==> src/rtl/norm_shift_ctrl_pkg.sv <==
// Shared definitions for the FP add/sub normalization controller:
// hi/lo split of the significand magnitude, shift direction and fill encodings.
package norm_shift_ctrl_pkg;

  typedef enum logic {
    DIR_RIGHT = 1'b0,
    DIR_LEFT  = 1'b1
  } dir_e;

  localparam logic FILL_BIT = 1'b0;

  // Upper half gets the extra bit when SWR-1 is odd: ceil((SWR-1)/2).
  function automatic int hi_width(input int swr);
    return swr / 2;
  endfunction

  function automatic int lo_width(input int swr);
    return (swr - 1) - (swr / 2);
  endfunction

endpackage

==> src/rtl/norm_shift_ctrl_lzd_group.sv <==
// Combinational leading-zero detector for one group of bits.
// cnt_o = W when the whole group is zero.
module lzd_group #(
  parameter int W  = 13,
  parameter int CW = 4
) (
  input  logic [W-1:0]  in_i,
  output logic [CW-1:0] cnt_o,
  output logic          zero_o
);

  // Priority encode: the highest set bit is visited last and wins.
  always_comb begin
    cnt_o = CW'(W);
    for (int i = 0; i < W; i++) begin
      if (in_i[i]) begin
        cnt_o = CW'(W - 1 - i);
      end else begin
        cnt_o = cnt_o;
      end
    end
  end

  assign zero_o = ~|in_i;

endmodule

==> src/rtl/norm_shift_ctrl.sv <==
// Normalization controller: leading-one detect in stage 1, shift command
// and exponent adjustment in stage 2, one result per cycle.
module norm_shift_ctrl
  import norm_shift_ctrl_pkg::*;
#(
  parameter int SWR = 26,
  parameter int EWR = 5,
  parameter int EW  = 8
) (
  input  logic           clk,
  input  logic           rst,
  input  logic           load_i,
  input  logic [SWR-1:0] Data_i,
  input  logic [EW-1:0]  Exp_i,
  output logic [EWR-1:0] Shift_Value_o,
  output logic           FSM_left_right_o,
  output logic           bit_shift_o,
  output logic [EW-1:0]  Exp_o,
  output logic           zero_o,
  output logic           overflow_o,
  output logic           underflow_o,
  output logic           load_o
);

  localparam int H   = hi_width(SWR);
  localparam int L   = lo_width(SWR);
  localparam int HCW = $clog2(H + 1);
  localparam int LCW = $clog2(L + 1);
  localparam logic [EW-1:0] EXP_MAX = '1;

  logic [HCW-1:0] hi_lz_s;
  logic [LCW-1:0] lo_lz_s;
  logic           hi_zero_s, lo_zero_s;

  lzd_group #(.W(H), .CW(HCW)) u_lzd_hi (
    .in_i   (Data_i[SWR-2 -: H]),
    .cnt_o  (hi_lz_s),
    .zero_o (hi_zero_s)
  );

  lzd_group #(.W(L), .CW(LCW)) u_lzd_lo (
    .in_i   (Data_i[L-1:0]),
    .cnt_o  (lo_lz_s),
    .zero_o (lo_zero_s)
  );

  logic           v1_q, v1_d;
  logic           c_q, c_d;
  logic [EW-1:0]  exp1_q, exp1_d;
  logic [HCW-1:0] hi_lz_q, hi_lz_d;
  logic [LCW-1:0] lo_lz_q, lo_lz_d;
  logic           hi_zero_q, hi_zero_d;
  logic           lo_zero_q, lo_zero_d;

  // Stage 1 capture; data registers hold while no load is presented.
  always_comb begin
    v1_d      = load_i;
    c_d       = c_q;
    exp1_d    = exp1_q;
    hi_lz_d   = hi_lz_q;
    lo_lz_d   = lo_lz_q;
    hi_zero_d = hi_zero_q;
    lo_zero_d = lo_zero_q;
    if (load_i) begin
      c_d       = Data_i[SWR-1];
      exp1_d    = Exp_i;
      hi_lz_d   = hi_lz_s;
      lo_lz_d   = lo_lz_s;
      hi_zero_d = hi_zero_s;
      lo_zero_d = lo_zero_s;
    end else begin
      v1_d = 1'b0;
    end
  end

  logic [EWR-1:0] shift_q, shift_d;
  logic           dir_q, dir_d;
  logic           fill_q, fill_d;
  logic [EW-1:0]  exp_q, exp_d;
  logic           zero_q, zero_d;
  logic           ovf_q, ovf_d;
  logic           unf_q, unf_d;
  logic           load_q, load_d;

  logic [EWR-1:0] lz_s;
  logic [EW:0]    exp_inc_s, exp_sub_s;

  // Stage 2 decision; carry beats the leading-zero path, outputs hold when idle.
  always_comb begin
    lz_s      = hi_zero_q ? (EWR'(H) + EWR'(lo_lz_q)) : EWR'(hi_lz_q);
    exp_inc_s = {1'b0, exp1_q} + (EW+1)'(1);
    exp_sub_s = {1'b0, exp1_q} - (EW+1)'(lz_s);
    shift_d   = shift_q;
    dir_d     = dir_q;
    fill_d    = fill_q;
    exp_d     = exp_q;
    zero_d    = zero_q;
    ovf_d     = ovf_q;
    unf_d     = unf_q;
    load_d    = 1'b0;
    if (v1_q) begin
      load_d = 1'b1;
      fill_d = FILL_BIT;
      zero_d = 1'b0;
      ovf_d  = 1'b0;
      unf_d  = 1'b0;
      if (c_q) begin
        dir_d   = DIR_RIGHT;
        shift_d = EWR'(1);
        if (exp_inc_s >= {1'b0, EXP_MAX}) begin
          ovf_d = 1'b1;
          exp_d = EXP_MAX;
        end else begin
          exp_d = exp_inc_s[EW-1:0];
        end
      end else if (hi_zero_q && lo_zero_q) begin
        zero_d  = 1'b1;
        dir_d   = DIR_LEFT;
        shift_d = '0;
        exp_d   = '0;
      end else begin
        dir_d   = DIR_LEFT;
        shift_d = lz_s;
        // Borrow out of the widened subtraction means lz > Exp.
        if (exp_sub_s[EW]) begin
          unf_d = 1'b1;
          exp_d = '0;
        end else begin
          exp_d = exp_sub_s[EW-1:0];
        end
      end
    end else begin
      load_d = 1'b0;
    end
  end

  // Pipeline registers with synchronous reset.
  always_ff @(posedge clk) begin
    if (rst) begin
      v1_q      <= 1'b0;
      c_q       <= 1'b0;
      exp1_q    <= '0;
      hi_lz_q   <= '0;
      lo_lz_q   <= '0;
      hi_zero_q <= 1'b0;
      lo_zero_q <= 1'b0;
      shift_q   <= '0;
      dir_q     <= 1'b0;
      fill_q    <= 1'b0;
      exp_q     <= '0;
      zero_q    <= 1'b0;
      ovf_q     <= 1'b0;
      unf_q     <= 1'b0;
      load_q    <= 1'b0;
    end else begin
      v1_q      <= v1_d;
      c_q       <= c_d;
      exp1_q    <= exp1_d;
      hi_lz_q   <= hi_lz_d;
      lo_lz_q   <= lo_lz_d;
      hi_zero_q <= hi_zero_d;
      lo_zero_q <= lo_zero_d;
      shift_q   <= shift_d;
      dir_q     <= dir_d;
      fill_q    <= fill_d;
      exp_q     <= exp_d;
      zero_q    <= zero_d;
      ovf_q     <= ovf_d;
      unf_q     <= unf_d;
      load_q    <= load_d;
    end
  end

  assign Shift_Value_o    = shift_q;
  assign FSM_left_right_o = dir_q;
  assign bit_shift_o      = fill_q;
  assign Exp_o            = exp_q;
  assign zero_o           = zero_q;
  assign overflow_o       = ovf_q;
  assign underflow_o      = unf_q;
  assign load_o           = load_q;

endmodule

==> config.mk <==
export PLATFORM = sky130hd
export DESIGN_NAME = norm_shift_ctrl
export DESIGN_NICKNAME = d
export VERILOG_FILES = /design/src/rtl/norm_shift_ctrl_pkg.sv /design/src/rtl/norm_shift_ctrl_lzd_group.sv /design/src/rtl/norm_shift_ctrl.sv
export SDC_FILE = /design/constraint.sdc
export NUM_CORES = 1
export LEC_CHECK = 0
export ABC_CLOCK_PERIOD_IN_PS = 2350
export BUFFER_PORTS_ARGS = -buffer_cell sky130_fd_sc_hd__buf_4
export CORE_ASPECT_RATIO = 0.8
export CORE_MARGIN = 2
export CORE_UTILIZATION = 48
export DETAILED_ROUTE_END_ITERATION = 7
export HOLD_SLACK_MARGIN = 0.12
export PLACE_DENSITY_LB_ADDON = 0.12
export RECOVER_POWER = 25
export SLEW_MARGIN = 25
export SYNTH_ARGS = -nofsm -noshare
export SYNTH_HDL_FRONTEND = slang
export SYNTH_SLANG_ARGS = --single-unit
==> constraint.sdc <==
create_clock -name clk -period 2.35 [get_ports clk]
set_clock_uncertainty 0.1 [all_clocks]
set_input_delay 0.1175 -clock clk [delete_from_list [all_inputs] [get_ports clk]]
set_output_delay 0.1175 -clock clk [all_outputs]
set_load 0.005 [all_outputs]
==> results by group, run 1 <==
Clocking
  – Clock root buffer: clkbuf_8
  – CTS tree: done
  – CTS max path bufs: 2
  – Total CTS buffers: 5
  – H-tree levels: 2
  – Clk Latency, worst-skew pair: 300 ps
  – Reg clk slew, reported paths: 70 ps
  – Clk sinks: 38

Worst setup path
  – Crit-path max FO: 6
  – Critical path capture point type: register
  – Setup crit start kind: register
  – R2r endpoint: Exp_o[5]
  – R2R Setup Slk: 40 ps
  – CP arrival: 2410 ps
  – Setup crit end: Exp_o[5]
  – Critical Path RT: 2450 ps
  – Worst r2r src: lo_lz_q[0]
  – Critical-path top delay cell: ha_2
  – CP cell instances: buf_6 -> a21oi_2 -> xor2_1 -> mux2i_1 -> ha_2 -> o21a_1 -> o31ai_4 -> a21boi_2 -> o21ai_1 -> a311oi_1
  – CP Class: reg2reg
  – CP startpoint: lo_lz_q[0]
  – Max incr delay on CP: 380 ps
  – R2R depth: 10

Placed design
  – Detailed Place HPWL: 4.26 mm
  – Pre-CTS setup slack: -20.9 ps
  – Post-placement cell area: 0.00270 sq mm
  – Gp weighted congestion: 0.908
  – PortBufs: 54

Global routing
  – First-pass GRT wire length: 9.92 mm
  – Largest net degree at the start of global routing: 25
  – Grt ovf: 0
  – Total track usage: 0.250
  – Vias in the first global route: 2061
  – Initial antenna violation count: 0

Cells and area
  – Most frequent cells in the layout: buf_4 (54), nor2_1 (43), dfxtp_1 (35), dlygate4sd3_1 (33), nand2_1 (25)
  – P&R area growth vs syn: 42.4%
  – Most common cell after layout, fill and taps aside: buf_4
  – Fin nets: 411
  – Share of cells above drive strength 1: 0.279
  – Fin area: 0.00322 sq mm
  – # diodes: 0

Synth
  – Yosys reg bits: 38
  – Mapped cell area: 0.00226 sq mm
  – Sequential share of the synthesized area: 0.337
  – Post-synthesis cell type count: 63
  – Syn_nets: 318
  – EDFF count, synth: 0
  – YS warnings: 0
  – FFs w/ async S/R, synth: 0
  – Syn Inst Count: 272
  – Post-synth top flop: dfxtp_1
  – Mean Syn Cell Area: 8.30 sq um

Die
  – Die Area: 0.00527 sq mm
  – Die W: 80.7 um
  – Core ar.: 0.00457 sq mm
  – Top Ports: 56
  – Initial Util: 0.494
  – Die height: 65.4 um
  – Cell Rows: 22

Timing
  – Final setup margin: 40.4 ps
  – Fin Setup TNS: 0 ps
  – Slew Viols, Final: 0
  – Fmax: 0.433 GHz
  – Tmin final: 2310 ps
  – Count of final setup violators: 0
  – Unrepaired setup endpoints after global routing: true
  – Final period util: 0.983
  – Final Hold Viols: 0

Min path
  – Min-Delay Path Class: in2reg

Power and ir drop
  – Final Total Pwr: 1600 uW
  – Maximum VDD drop: 311 uV
  – LEAKAGE: 0.00138 uW
  – Cell Pwr Density: 498 mW/mm^2

Outcome
  – Status: finished, final reports clean

Route
  – First-pass iteration count of the detailed router: 4
  – Detail Route Antenna Nets: 0
  – Residual DRC: 0
  – Total Routed Length: 6.21 mm
  – Drt via density: 5.35
  – WL/cell: 14.6 um
  – DR iter-0 viols: 122
  – Via count: 2281

Flow run
  – MaxCap Viol Count: 0
## cell usage after synthesis, types with 2 or more instances
cell	instances	area (sq um)
a211oi_1	2	15.0
a21boi_0	2	15.0
a21oi_1	23	115
a31oi_1	2	12.5
buf_2	4	20.0
clkbuf_1	6	22.5
dfxtp_1	38	761
ha_1	8	100
inv_1	11	41.3
mux2i_1	13	130
nand2_1	25	93.8
nand2_2	2	12.5
nand2b_1	4	25.0
nand3_1	12	60.1
nand4_1	4	25.0
nor2_1	43	161
nor2b_1	2	12.5
nor3_1	6	30.0
nor4_1	3	18.8
o21ai_0	3	15.0
o21ai_1	3	15.0
o21bai_1	3	22.5
o221ai_1	4	35.0
o31a_1	3	26.3
o31ai_1	3	22.5
xnor2_1	2	17.5
xor2_1	5	43.8
## kinds of logic (layout without fill, tap and decap cells)
family                   count (synthesis)  count (layout)  synth area share
AND/OR/NAND/NOR                        112             112             0.252
AO/OA/AOI/OAI                           64              64             0.198
flip-flops                              38              38             0.337
buffers and inverters                   27             121            0.0687
multiplexers                            14              14            0.0626
adder cells (fa/ha/maj)                  9               9            0.0532
XOR/XNOR                                 7               7            0.0271
other                                    1               1           0.00166
## sequential cells by signal, indices dropped and copies added (netlist names)
signal and flops:
zero_o 1, overflow_o 1, c_q 1, lo_lz_q 4, lo_zero_q 1, v1_q 1, Shift_Value_o 5, exp1_q 8
underflow_o 1, hi_lz_q 4, FSM_left_right_o 1, hi_zero_q 1, load_o 1, Exp_o 8
## layout make-up
type                    instances  area, sq um
flip-flops and latches         38          764
well taps                      60         75.1
fillers                       400         1350
multi-input cells             207         1380
repair buffers                101          845
clock buffers                   5         68.8
clock inverters                 3         40.0
inverters                      12         45.0
## routing by layer
metal / vias up / track usage / routed length [um]
met5: - / 0 / 0
met3: 10 / 0.0701 / 325
met4: 0 / 0.0699 / 119
li1: 1158 / - / -
met2: 61 / 0.392 / 2790
met1: 1052 / 0.339 / 2980
## worst min path at each step
stage	from	endpoint	depth (start not counted)
after floorplan	Data_i[24]	hi_lz_q[0]	1
after global placement	Data_i[24]	hi_lz_q[0]	2
after detailed placement	Data_i[24]	hi_lz_q[0]	2
after CTS	Data_i[7]	lo_lz_q[0]	3
after global routing	Data_i[7]	lo_lz_q[0]	3
final	Data_i[7]	lo_lz_q[2]	5
## critical path: cells and delay by family (launching register included)
family / cells / cell delay (ps)
AO/OA/AOI/OAI: 6 / 940
adder cells (fa/ha/maj): 1 / 380
flip-flops: 1 / 330
XOR/XNOR: 1 / 220
multiplexers: 1 / 140
buffers and inverters: 1 / 110
## through the flow
stage               std cells  utilization  hold WS (ps)
floorplan                 272            -           120
global placement          380        0.590           232
detailed placement        380        0.590           229
CTS                       421        0.689           128
global route              426        0.704           140
finish                    426        0.704           127
## where the power goes
| part | total, uW | switching, uW | leakage, uW | internal (uW) |
|---|---|---|---|---|
| logic | 355 | 165 | 0.00102 | 190 |
| clock network | 547 | 235 | 0.0000579 | 312 |
| registers | 699 | 28.8 | 0.000311 | 670 |
| total | 1600 | 429 | 0.00138 | 1170 |
## repair_timing
| item | in CTS | in global routing |
|---|---|---|
| setup buffers | 0 | 5 |
| pin swaps | 1 | 9 |
| endpoints found under the setup margin | 3 | 7 |
| hold buffers | 33 | 0 |
| resized for setup | 3 | 10 |
| hold endpoints to repair | 18 | 0 |
Note: power is estimated with default switching activity, not from simulation.
==> run 2: changes to the inputs <==
--- a/config.mk
+++ b/config.mk
@@ -7,6 +7,7 @@
 export LEC_CHECK = 0
 export ABC_CLOCK_PERIOD_IN_PS = 2350
 export BUFFER_PORTS_ARGS = -buffer_cell sky130_fd_sc_hd__buf_4
+export CAP_MARGIN = 30
 export CORE_ASPECT_RATIO = 0.8
 export CORE_MARGIN = 2
 export CORE_UTILIZATION = 48
==> constraint.sdc (replaced) <==
create_clock -name clk -period 2.35 [get_ports clk]
set_clock_uncertainty 0.1 [all_clocks]
set_input_delay 0.1175 -clock clk [delete_from_list [all_inputs] [get_ports clk]]
set_output_delay 0.1175 -clock clk [all_outputs]
set_load 0.1 [all_outputs]
==> results by group, run 2 (synthesis gave the netlist of run 1 again) <==
Outcome
  – Status: finished, final reports clean (unchanged)

Power and ir drop
  – Logic pwr share: 0.262 (was 0.222)
  – Pint: 1170 uW (about the same)
  – Seq pwr share: 0.414 (was 0.436)
  – Sw power: 521 uW (was 429 uW)
  – Cell Pwr Density: 532 mW/mm^2 (was 498 mW/mm^2)
  – Sw Share: 0.308 (was 0.268)
  – Final Total Pwr: 1690 uW (was 1600 uW)
  – Clock power frac: 0.324 (was 0.342)
  – LEAKAGE: 0.00135 uW (was 0.00138 uW)
  – Maximum VDD drop: 318 uV (was 311 uV)

Worst setup path
  – Buf/Inv on CP: 1 (unchanged)
  – R2r endpoint: Exp_o[5] (unchanged)
  – CP delay by family, top: compound AO/OA/AOI/OAI gates (unchanged)
  – Critical Path RT: 2450 ps (about the same)
  – CP Class: reg2reg (unchanged)
  – Max incr delay on CP: 380 ps (about the same)
  – R2R depth: 10 (unchanged)
  – Crit-path max FO: 6 (unchanged)
  – Setup crit start kind: register (unchanged)
  – Critical-path top delay cell: ha_2 (unchanged)
  – Worst r2r src: lo_lz_q[0] (unchanged)
  – R2R Setup Slk: 50 ps (was 40 ps)
  – CP cell instances: buf_6 -> a21oi_2 -> xor2_1 -> mux2i_1 -> ha_2 -> o21a_1 -> o31ai_4 -> a21boi_2 -> o21ai_1 -> a311oi_1 (unchanged)
  – CP arrival: 2410 ps (about the same)
  – Critical path capture point type: register (unchanged)
  – Crit path depth: 10 (unchanged)

Timing
  – Tmin final: 2300 ps (was 2310 ps)
  – Slew @ Worst Pin: 1170 ps
  – Slew Viols, Final: 0 (unchanged)
  – Max-slew headroom: 0.223
  – Final period util: 0.980 (was 0.983)
  – Count of final setup violators: 0 (unchanged)
  – Unrepaired setup endpoints after global routing: true (unchanged)
  – Fmax: 0.434 GHz (was 0.433 GHz)
  – Worst Hold Slack: 127 ps (about the same)
  – Final setup margin: 46.8 ps (was 40.4 ps)
  – Final Hold Viols: 0 (unchanged)

Die
  – Die height: 65.4 um (unchanged)
  – Initial Util: 0.494 (unchanged)
  – Top Ports: 56 (unchanged)
  – Die W: 80.7 um (unchanged)
  – Cell Rows: 22 (unchanged)
  – Die Area: 0.00527 sq mm (unchanged)
  – Core ar.: 0.00457 sq mm (unchanged)

Cells and area
  – Share of cells above drive strength 1: 0.249 (was 0.279)
  – Most common cell after layout, fill and taps aside: buf_4 (unchanged)
  – Post-layout util: 0.695 (was 0.704)
  – Fin nets: 411 (unchanged)
  – P&R area growth vs syn: 40.6% (was 42.4%)
  – Fin area: 0.00317 sq mm (was 0.00322 sq mm)
  – # diodes: 0 (unchanged)
  – Most frequent cells in the layout: buf_4 (56), nor2_1 (43), dfxtp_1 (35), dlygate4sd3_1 (33), nand2_1 (25) (was buf_4 (54), nor2_1 (43), dfxtp_1 (35), dlygate4sd3_1 (33), nand2_1 (25))

Route
  – First-pass iteration count of the detailed router: 4 (unchanged)
  – Via count: 2265 (was 2281)
  – Drt via density: 5.32 (was 5.35)
  – Detail Route Antenna Nets: 0 (unchanged)
  – Residual DRC: 0 (unchanged)
  – Total Routed Length: 6.24 mm (was 6.21 mm)
  – DR iter-0 viols: 122 (unchanged)
  – WL/cell: 14.7 um (was 14.6 um)

Clocking
  – Reg clk slew, reported paths: 70 ps (about the same)
  – H-tree levels: 2 (unchanged)
  – CTS tree: done (unchanged)
  – Total CTS buffers: 5 (unchanged)
  – Clk Latency, worst-skew pair: 300 ps (about the same)
  – CTS max path bufs: 2 (unchanged)
  – Clock root buffer: clkbuf_8 (unchanged)
  – Clk sinks: 38 (unchanged)

Placed design
  – PortBufs: 54 (unchanged)
  – Pre-CTS setup slack: -20.9 ps (unchanged)
  – Detailed Place HPWL: 4.26 mm (unchanged)
  – Gp weighted congestion: 0.908 (unchanged)
  – Post-placement cell area: 0.00270 sq mm (unchanged)

Min path
  – Min-Delay Path Class: in2reg (unchanged)
  – Hold path cells: 5 (unchanged)
  – Min-delay src: Data_i[7] (unchanged)
  – Hold Path End: lo_lz_q[2] (unchanged)

Global routing
  – Total track usage: 0.250 (unchanged)
  – Vias in the first global route: 2061 (unchanged)
  – Grt ovf: 0 (unchanged)
  – Largest net degree at the start of global routing: 25 (unchanged)
  – First-pass GRT wire length: 9.92 mm (unchanged)
  – Initial antenna violation count: 0 (unchanged)

Flow run
  – MaxCap Viol Count: 0 (unchanged)
run 2: changes by cell type in the layout (fill, tap and decap cells not counted):
cell      delta
buf_4        +2
clkbuf_4    -13
clkbuf_1    +11
run 2: worst max path at each step:
stage          startpoint  endpoint
2_1_floorplan  lo_lz_q[0]  Exp_o[3]
3_3_place_gp   lo_lz_q[0]  Exp_o[3]
3_5_place_dp   lo_lz_q[0]  Exp_o[3]
4_1_cts        lo_lz_q[0]  Exp_o[3]
5_1_grt        lo_lz_q[0]  Exp_o[3]
6_report       lo_lz_q[0]  Exp_o[5]
run 2: repair_timing:
action / in CTS / in global routing
gates cloned: 0 / 0
setup endpoints to repair: 3 / 7
endpoints found under the hold margin: 18 / 0
setup buffers: 0 / 5
hold buffers: 33 / 0
resized for setup: 3 / 10
pin swaps: 1 / 9
run 2: layout make-up:
cell class	instances	area (sq um)
timing repair buffer	101	803
multi-input combinational	207	1380
sequential	38	764
clock buffer	5	68.8
tap	60	75.1
clock inverter	3	40.0
inverter	12	45.0
fill	408	1400
run 2: stage by stage:
stage | setup TNS [ps] | cells
floorplan | 0 | 272
global placement | 0 | 380
detailed placement | -26.1 | 380
CTS | 0 | 421
global route | -550 | 426
finish | 0 | 426
run 2: per-layer routing:
layer,global-route usage,vias up,share of wire
li1,-,1156,-
met1,0.339,1047,0.48
met2,0.392,53,0.44
met3,0.0701,9,0.058
met4,0.0699,0,0.016
met5,0,-,0
run 2: power by group through the flow:
stage | logic [uW] | clock network, uW | registers, uW
2_1_floorplan | 184 | 0 | 788
3_3_place_gp | 370 | 0 | 711
3_5_place_dp | 372 | 0 | 712
4_1_cts | 419 | 554 | 697
5_1_grt | 475 | 590 | 701
6_report | 443 | 547 | 699
run 2: worst register-to-register path: stages, from the launching register on:
cell and delay (ps):
dfxtp_2 330, buf_6 110, a21oi_2 150, xor2_1 220, mux2i_1 140, ha_2 380
o21a_1 170, o31ai_4 90, a21boi_2 180, o21ai_1 90, a311oi_1 250
==> run 3: changes to the inputs <==
--- a/config.mk
+++ b/config.mk
@@ -8,7 +8,6 @@
 export ABC_CLOCK_PERIOD_IN_PS = 2350
 export BUFFER_PORTS_ARGS = -buffer_cell sky130_fd_sc_hd__buf_4
 export CAP_MARGIN = 30
-export CORE_ASPECT_RATIO = 0.8
 export CORE_MARGIN = 2
 export CORE_UTILIZATION = 48
 export DETAILED_ROUTE_END_ITERATION = 7
==> results by group, run 3 (synthesis gave the netlist of run 1 again) <==
Cells and area
  – Fill cells: 354 (was 408)
  – Most frequent cells in the layout: buf_4 (62), nor2_1 (43), dfxtp_1 (35), dlygate4sd3_1 (28), nand2_1 (25) (was buf_4 (56), nor2_1 (43), dfxtp_1 (35), dlygate4sd3_1 (33), nand2_1 (25))
  – Share of cells above drive strength 1: 0.277 (was 0.249)
  – # diodes: 0 (unchanged)
  – Fin area: 0.00319 sq mm (was 0.00317 sq mm)
  – Non-Filler Instances: 413 (was 426)
  – Most common cell after layout, fill and taps aside: buf_4 (unchanged)
  – P&R area growth vs syn: 41.4% (was 40.6%)
  – Fin nets: 407 (was 411)
  – Post-layout util: 0.718 (was 0.695)

Timing
  – Slew @ Worst Pin: 1170 ps (about the same)
  – Unrepaired setup endpoints after global routing: true (unchanged)
  – Count of final setup violators: 1 (was 0)
  – Tmin final: 2370 ps (was 2300 ps)
  – Final Hold Viols: 0 (unchanged)
  – Max-slew headroom: 0.226 (was 0.223)
  – Slew Viols, Final: 0 (unchanged)
  – Fmax: 0.423 GHz (was 0.434 GHz)
  – Final setup margin: -16.2 ps (was 46.8 ps)
  – Final period util: 1.01 (was 0.980)
  – Fin Setup TNS: -16.2 ps (was 0 ps)

Clocking
  – Total CTS buffers: 5 (unchanged)
  – CTS max path bufs: 2 (unchanged)
  – CTS tree: done (unchanged)
  – Clock root buffer: clkbuf_8 (unchanged)
  – Clk sinks: 38 (unchanged)
  – Reg clk slew, reported paths: 80 ps (was 70 ps)
  – H-tree levels: 2 (unchanged)
  – Clk Latency, worst-skew pair: 290 ps (was 300 ps)

Die
  – Core ar.: 0.00444 sq mm (was 0.00457 sq mm)
  – Cell Rows: 24 (was 22)
  – Top Ports: 56 (unchanged)
  – Die W: 72.6 um (was 80.7 um)
  – Die Area: 0.00527 sq mm (about the same)
  – Initial Util: 0.508 (was 0.494)
  – Die height: 72.6 um (was 65.4 um)

Route
  – Total Routed Length: 6.42 mm (was 6.24 mm)
  – Residual DRC: 0 (unchanged)
  – DR iter-0 viols: 185 (was 122)
  – Drt via density: 5.64 (was 5.32)
  – First-pass iteration count of the detailed router: 4 (unchanged)
  – WL/cell: 15.5 um (was 14.7 um)
  – Via count: 2331 (was 2265)
  – Detail Route Antenna Nets: 0 (unchanged)

Placed design
  – Gp weighted congestion: 0.850 (was 0.908)
  – Detailed Place HPWL: 4.29 mm (was 4.26 mm)
  – Post-placement cell area: 0.00269 sq mm (was 0.00270 sq mm)
  – DP Cell Count: 372 (was 380)
  – PortBufs: 54 (unchanged)

Power and ir drop
  – Maximum VDD drop: 338 uV (was 318 uV)
  – Cell Pwr Density: 534 mW/mm^2 (was 532 mW/mm^2)
  – LEAKAGE: 0.00135 uW (about the same)

Global routing
  – Initial antenna violation count: 0 (unchanged)
  – First-pass GRT wire length: 9.94 mm (was 9.92 mm)
  – Largest net degree at the start of global routing: 38 (was 25)
  – Total track usage: 0.241 (was 0.250)
  – Vias in the first global route: 2154 (was 2061)
  – Grt ovf: 0 (unchanged)

Flow run
  – MaxCap Viol Count: 0 (unchanged)

Outcome
  – Failing checks: negative setup slack
  – Status: finished, violations left (was finished, final reports clean)

Min path
  – Min-Delay Path Class: in2reg (unchanged)

Worst setup path
  – Critical path capture point type: register (unchanged)
  – Critical Path RT: 2440 ps (was 2450 ps)
  – CP arrival: 2450 ps (was 2410 ps)
  – CP Class: reg2reg (unchanged)
  – Crit-path max FO: 5 (was 6)
  – Setup crit start kind: register (unchanged)
-- run 3: where the power goes --
part           switching, uW  leakage (uW)  internal [uW]
clock                    224     0.0000573            340
combinational            256      0.000982            186
sequential              31.8      0.000312            669
-- run 3: per-layer routing --
metal,up-vias,global-route usage,part of all wire
met5,-,0,0
met4,0,0.0700,0.019
met3,13,0.0387,0.056
met2,90,0.406,0.50
met1,1090,0.318,0.43
li1,1138,-,-
-- run 3: layout make-up --
cell class	instances	area, sq um	area share
clock buffer	6	82.6	0.0259
clock inverter	1	30.0	0.00940
inverter	12	45.0	0.0141
multi-input combinational	207	1420	0.446
sequential	38	767	0.240
tap	52	65.1	0.0204
timing repair buffer	97	779	0.244
-- run 3: final timing paths --
path	slack, ps	from	depth (start not counted)	end
min reg2reg	350	overflow_o	2	overflow_o
max	-20	lo_lz_q[0]	10	Exp_o[5]
min	120	Data_i[22]	4	hi_lz_q[0]
max reg2reg	-20	lo_lz_q[0]	10	Exp_o[5]
-- run 3: critical path: stages (launching register included) --
cell,delay (ps)
dfxtp_2,350
buf_4,150
a21oi_2,130
xor2_1,210
mux2i_2,140
ha_4,320
nand3_1,110
a21oi_2,220
o31a_1,160
o21ai_1,80
a311oi_1,290
-- run 3: through the flow --
stage	hold WS, ps	setup WS, ps	power (uW)
finish	117	-16.2	1710
CTS	125	2.68	1690
global placement	226	59.4	1080
floorplan	120	115	972
global route	143	-89.3	1780
detailed placement	238	-72.1	1080
-- run 3: repair_timing --
| action | CTS | global route |
|---|---|---|
| resized for setup | 6 | 16 |
| hold buffers | 28 | 0 |
| setup endpoints to repair | 7 | 7 |
| cloned | 0 | 0 |
| setup buffers | 3 | 3 |
| hold endpoints to repair | 19 | 0 |
| pin swaps | 3 | 14 |
